### config.mk
export PLATFORM = sky130hd
export DESIGN_NAME = ccsds_turbo_enc_asm_insert_flat
export DESIGN_NICKNAME = d
export VERILOG_FILES = /design/src/rtl/ccsds_turbo_enc_asm_insert_if.sv /design/src/rtl/ccsds_turbo_enc_asm_insert.sv /design/src/flat_wrapper.sv
export SDC_FILE = /design/constraint.sdc
export NUM_CORES = 1
export LEC_CHECK = 0
export CAP_MARGIN = 25
export CORE_MARGIN = 2
export CORE_UTILIZATION = 45
export CTS_CLUSTER_DIAMETER = 120
export DETAILED_ROUTE_END_ITERATION = 8
export PLACE_DENSITY = 0.71
export SKIP_CTS_REPAIR_TIMING = 1
export SLEW_MARGIN = 25
export SYNTH_ARGS = -nofsm -noshare
export SYNTH_HDL_FRONTEND = slang
export SYNTH_SLANG_ARGS = --single-unit
### constraint.sdc
create_clock -name iclk -period 4.5 [get_ports iclk]
set_input_delay 0.675 -clock iclk [delete_from_list [all_inputs] [get_ports iclk]]
set_output_delay 0.675 -clock iclk [all_outputs]
set_load 0.01 [all_outputs]
### src/rtl/ccsds_turbo_enc_asm_insert_if.sv
// Serial stream bundle between the puncture stage and the ASM insertion stage:
// punctured codeword bits in, channel bits (ASM followed by codeword) out.
interface ccsds_turbo_enc_asm_insert_if;
    logic [1:0] icode;
    logic       isop;
    logic       ival;
    logic       ieop;
    logic       idat;
    logic       osop;
    logic       oval;
    logic       oeop;
    logic       odat;
    logic       oerr;

    modport master (
        output icode, isop, ival, ieop, idat,
        input  osop, oval, oeop, odat, oerr
    );

    modport slave (
        input  icode, isop, ival, ieop, idat,
        output osop, oval, oeop, odat, oerr
    );
endinterface

### src/rtl/ccsds_turbo_enc_asm_insert.sv
// Prepends the rate-dependent attached sync marker to each punctured codeword,
// holding codeword bits in a circular bit buffer while the marker is sent.
module ccsds_turbo_enc_asm_insert #(
    parameter int pBUF_AW = 8
) (
    input  logic                              iclk,
    input  logic                              iresetn,
    input  logic                              iclkena,
    ccsds_turbo_enc_asm_insert_if.slave       bus
);

    localparam logic [1:0] cCODE_1by2 = 2'd0;
    localparam logic [1:0] cCODE_1by3 = 2'd1;
    localparam logic [1:0] cCODE_1by4 = 2'd2;
    localparam logic [1:0] cCODE_1by6 = 2'd3;

    typedef enum logic [1:0] {IDLE, ASM, DATA, TAIL} state_t;

    function automatic logic [191:0] asmWord(input logic [1:0] code);
        case (code)
            cCODE_1by2: asmWord = {128'd0, 64'h034776C7272895B0};
            cCODE_1by3: asmWord = {96'd0, 96'h25D5C0CE8990F6C9461BF79C};
            cCODE_1by4: asmWord = {64'd0, 128'h034776C7272895B0FCB88938D8D76A4F};
            default:    asmWord = 192'h25D5C0CE8990F6C9461BF79CDA2A3F31766F0936B9E40863;
        endcase
    endfunction

    function automatic logic [7:0] asmLen(input logic [1:0] code);
        case (code)
            cCODE_1by2: asmLen = 8'd64;
            cCODE_1by3: asmLen = 8'd96;
            cCODE_1by4: asmLen = 8'd128;
            cCODE_1by6: asmLen = 8'd192;
            default:    asmLen = 8'd192;
        endcase
    endfunction

    state_t               state_q, state_d;
    logic [7:0]           asmCnt_q, asmCnt_d;
    logic [1:0]           code_q, code_d;
    logic [pBUF_AW-1:0]   wp_q, wp_d, rp_q, rp_d;
    logic                 drop_q, drop_d;
    logic                 inFrame_q, inFrame_d;
    logic                 osop_q, osop_d, oval_q, oval_d, oeop_q, oeop_d;
    logic                 odat_q, odat_d, oerr_q, oerr_d;
    logic                 wrEn;
    logic [1:0]           rdEntry;
    logic [191:0]         newAsm, curAsm;
    logic [7:0]           newLen;
    logic [1:0]           mem_q [2**pBUF_AW];

    always_ff @(posedge iclk or negedge iresetn) begin
        if (!iresetn) begin
            state_q   <= IDLE;
            asmCnt_q  <= '0;
            code_q    <= '0;
            wp_q      <= '0;
            rp_q      <= '0;
            drop_q    <= 1'b0;
            inFrame_q <= 1'b0;
            osop_q    <= 1'b0;
            oval_q    <= 1'b0;
            oeop_q    <= 1'b0;
            odat_q    <= 1'b0;
            oerr_q    <= 1'b0;
        end else if (iclkena) begin
            state_q   <= state_d;
            asmCnt_q  <= asmCnt_d;
            code_q    <= code_d;
            wp_q      <= wp_d;
            rp_q      <= rp_d;
            drop_q    <= drop_d;
            inFrame_q <= inFrame_d;
            osop_q    <= osop_d;
            oval_q    <= oval_d;
            oeop_q    <= oeop_d;
            odat_q    <= odat_d;
            oerr_q    <= oerr_d;
        end
    end

    // Buffer entries carry the eop tag alongside the bit so the reader knows where the frame ends.
    always_ff @(posedge iclk) begin
        if (iclkena && wrEn) begin
            mem_q[wp_q] <= {bus.ieop, bus.idat};
        end
    end

    always_comb begin
        state_d   = state_q;
        asmCnt_d  = asmCnt_q;
        code_d    = code_q;
        wp_d      = wp_q;
        rp_d      = rp_q;
        drop_d    = drop_q;
        inFrame_d = inFrame_q;
        osop_d    = 1'b0;
        oval_d    = 1'b0;
        oeop_d    = 1'b0;
        odat_d    = 1'b0;
        oerr_d    = 1'b0;
        wrEn      = 1'b0;
        newAsm    = asmWord(bus.icode);
        newLen    = asmLen(bus.icode);
        curAsm    = asmWord(code_q);
        rdEntry   = mem_q[rp_q];

        // A rejected sop discards everything up to its own eop; the running frame is untouched.
        if (bus.ival) begin
            if (bus.isop && state_q == IDLE) begin
                wrEn      = 1'b1;
                drop_d    = 1'b0;
                inFrame_d = !bus.ieop;
                code_d    = bus.icode;
            end else if (bus.isop) begin
                oerr_d = 1'b1;
                drop_d = !bus.ieop;
            end else if (drop_q) begin
                if (bus.ieop) drop_d = 1'b0;
            end else if (inFrame_q) begin
                wrEn = 1'b1;
                if (bus.ieop) inFrame_d = 1'b0;
            end
        end
        if (wrEn) wp_d = wp_q + 1'b1;

        // The first marker bit is registered on the accept edge, so the counter starts at L-2.
        case (state_q)
            IDLE: begin
                if (bus.ival && bus.isop) begin
                    osop_d   = 1'b1;
                    oval_d   = 1'b1;
                    odat_d   = newAsm[newLen - 8'd1];
                    asmCnt_d = newLen - 8'd2;
                    state_d  = ASM;
                end
            end
            ASM: begin
                oval_d   = 1'b1;
                odat_d   = curAsm[asmCnt_q];
                asmCnt_d = asmCnt_q - 8'd1;
                if (asmCnt_q == 8'd0) state_d = DATA;
            end
            DATA: begin
                if (wp_q != rp_q) begin
                    oval_d = 1'b1;
                    odat_d = rdEntry[0];
                    oeop_d = rdEntry[1];
                    rp_d   = rp_q + 1'b1;
                    if (rdEntry[1]) state_d = TAIL;
                end
            end
            TAIL: state_d = IDLE;
            default: state_d = IDLE;
        endcase
    end

    assign bus.osop = osop_q;
    assign bus.oval = oval_q;
    assign bus.oeop = oeop_q;
    assign bus.odat = odat_q;
    assign bus.oerr = oerr_q;

endmodule

### src/flat_wrapper.sv
// flat-port wrapper written by rule: the top's interface ports become plain ports
module ccsds_turbo_enc_asm_insert_flat 
#(
    parameter int pBUF_AW = 8
)
  (iclk, iresetn, iclkena, bus_icode, bus_isop, bus_ival, bus_ieop, bus_idat, bus_osop, bus_oval, bus_oeop, bus_odat, bus_oerr);
  ccsds_turbo_enc_asm_insert_if bus_i ();
  input  logic iclk;
  input  logic iresetn;
  input  logic iclkena;
  input wire logic [$bits(bus_i.icode)-1:0] bus_icode;
  input wire logic [$bits(bus_i.isop)-1:0] bus_isop;
  input wire logic [$bits(bus_i.ival)-1:0] bus_ival;
  input wire logic [$bits(bus_i.ieop)-1:0] bus_ieop;
  input wire logic [$bits(bus_i.idat)-1:0] bus_idat;
  output wire logic [$bits(bus_i.osop)-1:0] bus_osop;
  output wire logic [$bits(bus_i.oval)-1:0] bus_oval;
  output wire logic [$bits(bus_i.oeop)-1:0] bus_oeop;
  output wire logic [$bits(bus_i.odat)-1:0] bus_odat;
  output wire logic [$bits(bus_i.oerr)-1:0] bus_oerr;
  assign bus_i.icode = bus_icode;
  assign bus_i.isop = bus_isop;
  assign bus_i.ival = bus_ival;
  assign bus_i.ieop = bus_ieop;
  assign bus_i.idat = bus_idat;
  assign bus_osop = bus_i.osop;
  assign bus_oval = bus_i.oval;
  assign bus_oeop = bus_i.oeop;
  assign bus_odat = bus_i.odat;
  assign bus_oerr = bus_i.oerr;
  ccsds_turbo_enc_asm_insert #(.pBUF_AW(pBUF_AW)) u_core (.iclk(iclk), .iresetn(iresetn), .iclkena(iclkena), .bus(bus_i));
endmodule
==> results of run 1 <==
power by group through the flow:
| stage | logic [W] | registers [W] | clock network, W |
|---|---|---|---|
| CTS | 0.00469 | 0.00619 | 0.00433 |
| global placement | 0.00460 | 0.00628 | 0 |
| floorplan | 0.00363 | 0.00588 | 0 |
| finish | 0.00472 | 0.00619 | 0.00429 |
| global route | 0.00503 | 0.00623 | 0.00453 |
| detailed placement | 0.00466 | 0.00629 | 0 |
cells in the mapped netlist (12+ instances only):
cell type / instances
nand2_1: 94
nor2b_1: 20
ha_1: 19
edfxtp_1: 512
a21oi_1: 30
mux4_2: 121
dfrtp_1: 35
o21ai_0: 37
buf_2: 20
nand3_1: 36
inv_1: 20
mux2i_1: 48
nor2_1: 291
o22ai_1: 12
xor2_1: 15
clkbuf_1: 73
a31oi_1: 13
area by class of cell:
| type | count | area [um^2] |
|---|---|---|
| Fill cell | 4254 | 26000 |
| Inverter | 24 | 90.1 |
| Timing Repair Buffer | 67 | 583 |
| Multi-Input combinational cell | 882 | 6970 |
| Clock buffer | 82 | 1510 |
| Clock inverter | 16 | 148 |
| Tap cell | 688 | 861 |
| Sequential cell | 547 | 16300 |
worst paths after layout:
path | from | to | slack [ps] | depth (start not counted)
worst min register to register | u_core.drop_q$_DFFE_PN0P_ | u_core.drop_q$_DFFE_PN0P_ | 500 | 2
worst max-delay path | u_core.rp_q[0]$_DFFE_PN0P_ | u_core.state_q[0]$_DFFE_PN0P_ | 940 | 8
worst max register to register | u_core.rp_q[0]$_DFFE_PN0P_ | u_core.state_q[0]$_DFFE_PN0P_ | 940 | 8
worst min-delay path | iresetn | u_core.asmCnt_q[4]$_DFFE_PN0P_ | 180 | 1
max in group asynchronous | iresetn | u_core.rp_q[1]$_DFFE_PN0P_ | 3660 | 1
min in group iclk | u_core.drop_q$_DFFE_PN0P_ | u_core.drop_q$_DFFE_PN0P_ | 500 | 2
state kept, by name, summed over array words and instances, names as in the netlist:
signal            cells
u_core.mem_q        512
u_core.asmCnt_q       8
u_core.rp_q           8
u_core.wp_q           8
u_core.code_q         2
u_core.state_q        2
u_core.bus.odat       1
u_core.bus.oeop       1
u_core.bus.oerr       1
u_core.bus.osop       1
u_core.bus.oval       1
u_core.drop_q         1
u_core.inFrame_q      1
logic make-up (layout without fill, tap and decap cells):
family,after synthesis,in the layout,synth area share [%]
flip-flops,547,547,68.1
XOR/XNOR,24,24,0.881
buffers and inverters,136,189,2.64
AO/OA/AOI/OAI,166,166,4.73
multiplexers,179,179,13.9
AND/OR/NAND/NOR,493,493,8.67
adder cells (fa/ha/maj),20,20,1.04
stage by stage:
stage	instances	instance area, um^2	setup slack (ps)	total power, W
final	2306	26400	935	0.0152
after global routing	2306	26400	746	0.0158
after CTS	2306	26400	907	0.0152
after detailed placement	2208	24800	832	0.0110
after global placement	2208	24800	909	0.0109
after floorplan	1565	23900	1840	0.00952
layer usage:
layer | up-vias | track usage, % | wire, um | share of wire (%)
met5 | - | 0 | 0 | 0
li1 | 6014 | - | - | -
met1 | 7111 | 29.6 | 22700 | 40
met4 | 0 | 7.79 | 1900 | 3.4
met3 | 112 | 3.79 | 5280 | 9.3
met2 | 699 | 33.0 | 26700 | 47
worst register-to-register path: cells and delay by family (launching register included):
kind / cells / cell delay, ps
flops: 1 / 1000
simple gates: 2 / 290
mux: 2 / 940
compound gates: 4 / 1220
==> metrics.md, run 1 <==
| Metric | Value |
|---|---|
| Run status | finished clean |
| Detailed Route WL | 56600 um |
| Area delta synth->final | 10.8% |
| Worst slew margin | 31.5% |
| Main synth FF type | edfxtp_1 |
| Critical path arrival | a little over 4000 ps |
| GR Util All Layers | 21.0% |
| Max Clock Freq | 281 MHz |
| Slowest-stage cell, CP | dfrtp_4 |
| Slew @ Worst Pin | 1030 ps |
| Largest net degree at the start of global routing | 151 |
| Width of the chip | 234 um |
| Flops & latches, synth | 547 |
| Net Sw Power | a little under 0.005 W |
| Placer Congestion | 0.840 |
| Commonest non-fill, non-tap cells in the layout | edfxtp_1 (512), nor2_1 (291), mux4_2 (121) |
| Dominant cells by area after synthesis | edfxtp_1 (64%), mux4_2 (11%), nor2_1 (4.6%), dfrtp_1 (3.7%), mux2i_1 (2.0%) |
| DRC Markers | 0 |
| ANT cells | 0 |
| Pwr per Cell Area | 575 nW/um^2 |
| Maxcap violations | 0 |
| Worst Path Required | 4980 ps |
| Die area | 54900 um^2 |
| Synth top area share | around 64% |
| Unique masters post-synth | 66 |
| Fraction of registers with async set/reset | 6.40% |
| Crit. End Element | flop |
| Final Max Tran Viols | 0 |
| Num CTS Buffers | 53 |
| Critical path's top delay family | compound AO/OA/AOI/OAI gates |
| Sequential share of power | between 40 and 50% |
| Top cell type by total area after synthesis | edfxtp_1 |
| Port buffer count | 13 |
| CP max FO | 40 |
| Worst Hold Class | in2async |
| Root Buffer | clkbuf_16 |
| Final nets | 1603 |
| Clock-pin slew on the worst setup and hold paths | 60 ps |
| Crit-path cells | mux4_2 > mux2_2 > a2111oi_2 > nor3_1 > o32a_1 > a31oi_2 > nand2b_1 > a311oi_1 |
| Post-Synthesis Net Count | 1593 |
| Core footprint | 52400 um^2 |
| Remaining global-route overflow | 0 |
| Crit path buf inv count | 0 |
| Post-Syn Instances | ~1600 |
| Net Sw Frac | 32.6% |
| RSZ-0062 raised after global routing | false |
| Final period util | between 70% and 80% |
| Crit path time final | 3560 ps |
| Combinational Power Share | 31.1% |
| Worst Skew | 23.2 ps |
| Syn Std Cell Area | 23900 um^2 |
| Worst-Skew Late Latency | roughly 620 ps |
| Setup total negative slack | 0 ps |
| First DRT Iteration DRCs | 1857 |
| Maximum clock path buffer count | 3 |
| Global-route wire length before repair | 85700 um |
| Routed vias/inst | 6.04 |
| Initial Utilization | 45.5% |
| CTS tree | built |
| Seq/Total Area, Yosys | 68.1% |
| Routed Antenna Nets | 0 |
| Mean Syn Cell Area | 15.2 um^2 |
| Number of synthesized flops with an enable pin | 512 |
| Internal | 0.0102 W |
| Endpoints failing hold | 0 |
| Static Leakage | 8.40 nW |
| Io pins | 14 |
| CTS H-Tree Depth | 2 |
| Clock Sink Count | 547 |
| Router iterations before antenna repair | 5 |
| Final core occ | 50.4% |
| Initial antenna violation count | 0 |
| Commonest non-fill, non-tap cell in the layout | edfxtp_1 |
| Max incr delay on CP | 1000 ps |
| Hold Worst Slack | 177 ps |
| DR WL/cell | 24.6 um |
| Setup-failing EPs final | 0 |
| Clock power share | 28.2% |
| Vias | 13900 |
| Row count | 84 |
| Share of cells above drive strength 1 | 16.4% |
| Yosys warnings | 0 |
| Crit Path Class | reg2reg |
| Hpwl dp | 34600 um |
| Startpoint types | flop |
| Vias in the first global route | ~14000 |
| Height of the die | around 230 um |
| Peak VDD IR | 0.307 mV |
Power figures use the tool's default switching activity.
==> inputs of run 2 (changes only) <==
Clock period 4.5 ns to 3.45 ns, I/O delays scaled along.
==> metrics.md, run 2 (synthesis results as in run 1) <==
| Metric | Value |
|---|---|
| Startpoint types | flop |
| CP max FO | 37 (-7.5%) |
| CTS H-Tree Depth | 2 (unchanged) |
| Critical path arrival | 3840 ps (-210 ps) |
| Pwr per Cell Area | 761 nW/um^2 (+32%) |
| Io pins | 14 (unchanged) |
| Final period util | 97.5% (+18 points) |
| Remaining global-route overflow | 0 (unchanged) |
| Initial antenna violation count | 1 (+1) |
| Crit path time final | 3360 ps (-202 ps) |
| Area delta synth->final | 12.7% |
| Placed Instances | 2233 (+1.1%) |
| Port buffer count | 13 (unchanged) |
| Worst slew margin | 42.3% (+11 points) |
| Share of cells above drive strength 1 | 18.2% (+1.8 points) |
| Routed vias/inst | 6.00 (-0.69%) |
| Crit Path Class | reg2reg |
| RSZ-0062 raised after global routing | false |
| Static Leakage | 8.64 nW (+2.8%) |
| Clock-pin slew on the worst setup and hold paths | 60 ps (about the same) |
| Worst-Skew Late Latency | 610 ps (about the same) |
| Final nets | 1629 (+1.6%) |
| Placer Congestion | 0.841 (+0.14%) |
| Num CTS Buffers | 54 (+1.9%) |
| Row count | 84 (unchanged) |
| FF-to-FF setup slack | 90 ps (-850 ps) |
| Worst Skew | 16.1 ps (-7.10 ps) |
| Router iterations before antenna repair | 5 (unchanged) |
| Run status | finished clean |
| Core footprint | 52400 um^2 (unchanged) |
| Peak VDD IR | 0.396 mV (+29%) |
| Root Buffer | clkbuf_16 |
| First DRT Iteration DRCs | 1484 (-20%) |
| Commonest non-fill, non-tap cells in the layout | edfxtp_1 (512), nor2_1 (291), mux4_2 (121) |
| Worst Hold Class | in2async |
| Slew @ Worst Pin | 865 ps (-163 ps) |
| Width of the chip | 234 um (unchanged) |
| Hpwl dp | 34900 um (+0.74%) |
| Worst Path Required | 3920 ps (-1060 ps) |
| Hold Worst Slack | 26.1 ps (-151 ps) |
| Maximum clock path buffer count | 3 (unchanged) |
| Global-route wire length before repair | 84400 um (-1.5%) |
| Maxcap violations | 0 (unchanged) |
| Commonest non-fill, non-tap cell in the layout | edfxtp_1 |
| DRC Markers | 0 (unchanged) |
| Setup total negative slack | 0 ps (unchanged) |
| Crit. End Element | flop |
| Die area | 54900 um^2 (unchanged) |
| Endpoints failing hold | 0 (unchanged) |
| Max Clock Freq | 297 MHz (+6.0%) |
| Height of the die | 234 um (unchanged) |
| ANT cells | 0 (unchanged) |
| Most flops, register | u_core.mem_q |
| Final Max Tran Viols | 0 (unchanged) |
| Final WS setup | 86.8 ps (-848 ps) |
| CTS tree | built |
| Vias | 14000 (+0.52%) |
| Clock Sink Count | 547 (unchanged) |
| Layout Cells excl Fill | 2334 (+1.2%) |
| Pre-CTS setup slack | 163 ps (-669 ps) |
| Initial Utilization | 45.5% (unchanged) |
| Vias in the first global route | 13700 (-2.1%) |
| GR Util All Layers | 20.7% (-0.38 points) |
| Max reg flops | 512 (unchanged) |
| DR WL/cell | 24.2 um (-1.5%) |
| Largest net degree at the start of global routing | 110 (-27%) |
| Setup-failing EPs final | 0 (unchanged) |
| Number of fill cells | 4232 (-0.52%) |
| Detailed Route WL | 56500 um (-0.28%) |
| Routed Antenna Nets | 0 (unchanged) |
run 2: cell count changes in the layout (fill, tap and decap cells not counted), moves of 2 or more:
cell	before	now
buf_12	4	11
buf_4	50	68
bufinv_16	2	9
clkbuf_1	23	13
clkinv_1	10	14
clkinv_2	5	3
clkinvlp_4	0	2
inv_6	0	3
run 2: cell type report:
cell class	instances	area, um^2	share of cell area (%)
tap	688	861	3.20
clock inverter	29	384	1.43
sequential	547	16300	60.5
clock buffer	72	1470	5.46
inverter	24	90.1	0.335
multi-input combinational	882	6970	25.9
timing repair buffer	92	858	3.19
run 2: routing by layer:
| layer | vias to the layer above | track usage [%] | share of wire (%) |
|---|---|---|---|
| met5 | - | 0 | 0.023 |
| met4 | 2 | 6.82 | 2.9 |
| met3 | 109 | 3.30 | 7.7 |
| met2 | 625 | 33.4 | 49 |
| met1 | 7182 | 28.8 | 41 |
| li1 | 6090 | - | - |
run 2: power breakdown:
group / internal (W) / switching (W)
combinational: 0.00292 / 0.00354
clock: 0.00366 / 0.00248
sequential: 0.00743 / 0.000421
total: 0.0140 / 0.00645
run 2: final timing paths:
| kind | from | end | cells after the start |
|---|---|---|---|
| setup / recovery | u_core.rp_q[0]$_DFFE_PN0P_ | u_core.state_q[0]$_DFFE_PN0P_ | 9 |
| hold / removal | iresetn | u_core.code_q[0]$_DFFE_PN0P_ | 1 |
| setup reg to reg | u_core.rp_q[0]$_DFFE_PN0P_ | u_core.state_q[0]$_DFFE_PN0P_ | 9 |
| hold reg to reg | u_core.drop_q$_DFFE_PN0P_ | u_core.drop_q$_DFFE_PN0P_ | 2 |
| max in group asynchronous | iresetn | u_core.rp_q[1]$_DFFE_PN0P_ | 1 |
| min in group iclk | bus_ieop | u_core.mem_q[120][1]$_DFFE_PP_ | 1 |
run 2: stage by stage:
stage / utilization [%] / area (um^2) / total power [W]
2_1_floorplan: - / 23900 / 0.0124
3_3_place_gp: 47.7 / 25000 / 0.0143
3_5_place_dp: 47.7 / 25000 / 0.0144
4_1_cts: 51.3 / 26900 / 0.0205
5_1_grt: 51.3 / 26900 / 0.0212
6_report: 51.3 / 26900 / 0.0205
run 2: worst max-delay path: stages (launching register included):
cell and delay [ps]:
dfrtp_4 660, buf_12 340, mux4_2 550, mux2i_1 310, o21ai_0 170, a21oi_1 210
o211ai_1 250, a31oi_2 420, nand2b_1 170, a311oi_1 100
==> inputs of run 3 (changes only) <==
Settings changed: SLEW_MARGIN 25 to not set.
==> results of run 3 <==
The final DEF is identical to that of run 2; final timing and power are the same.
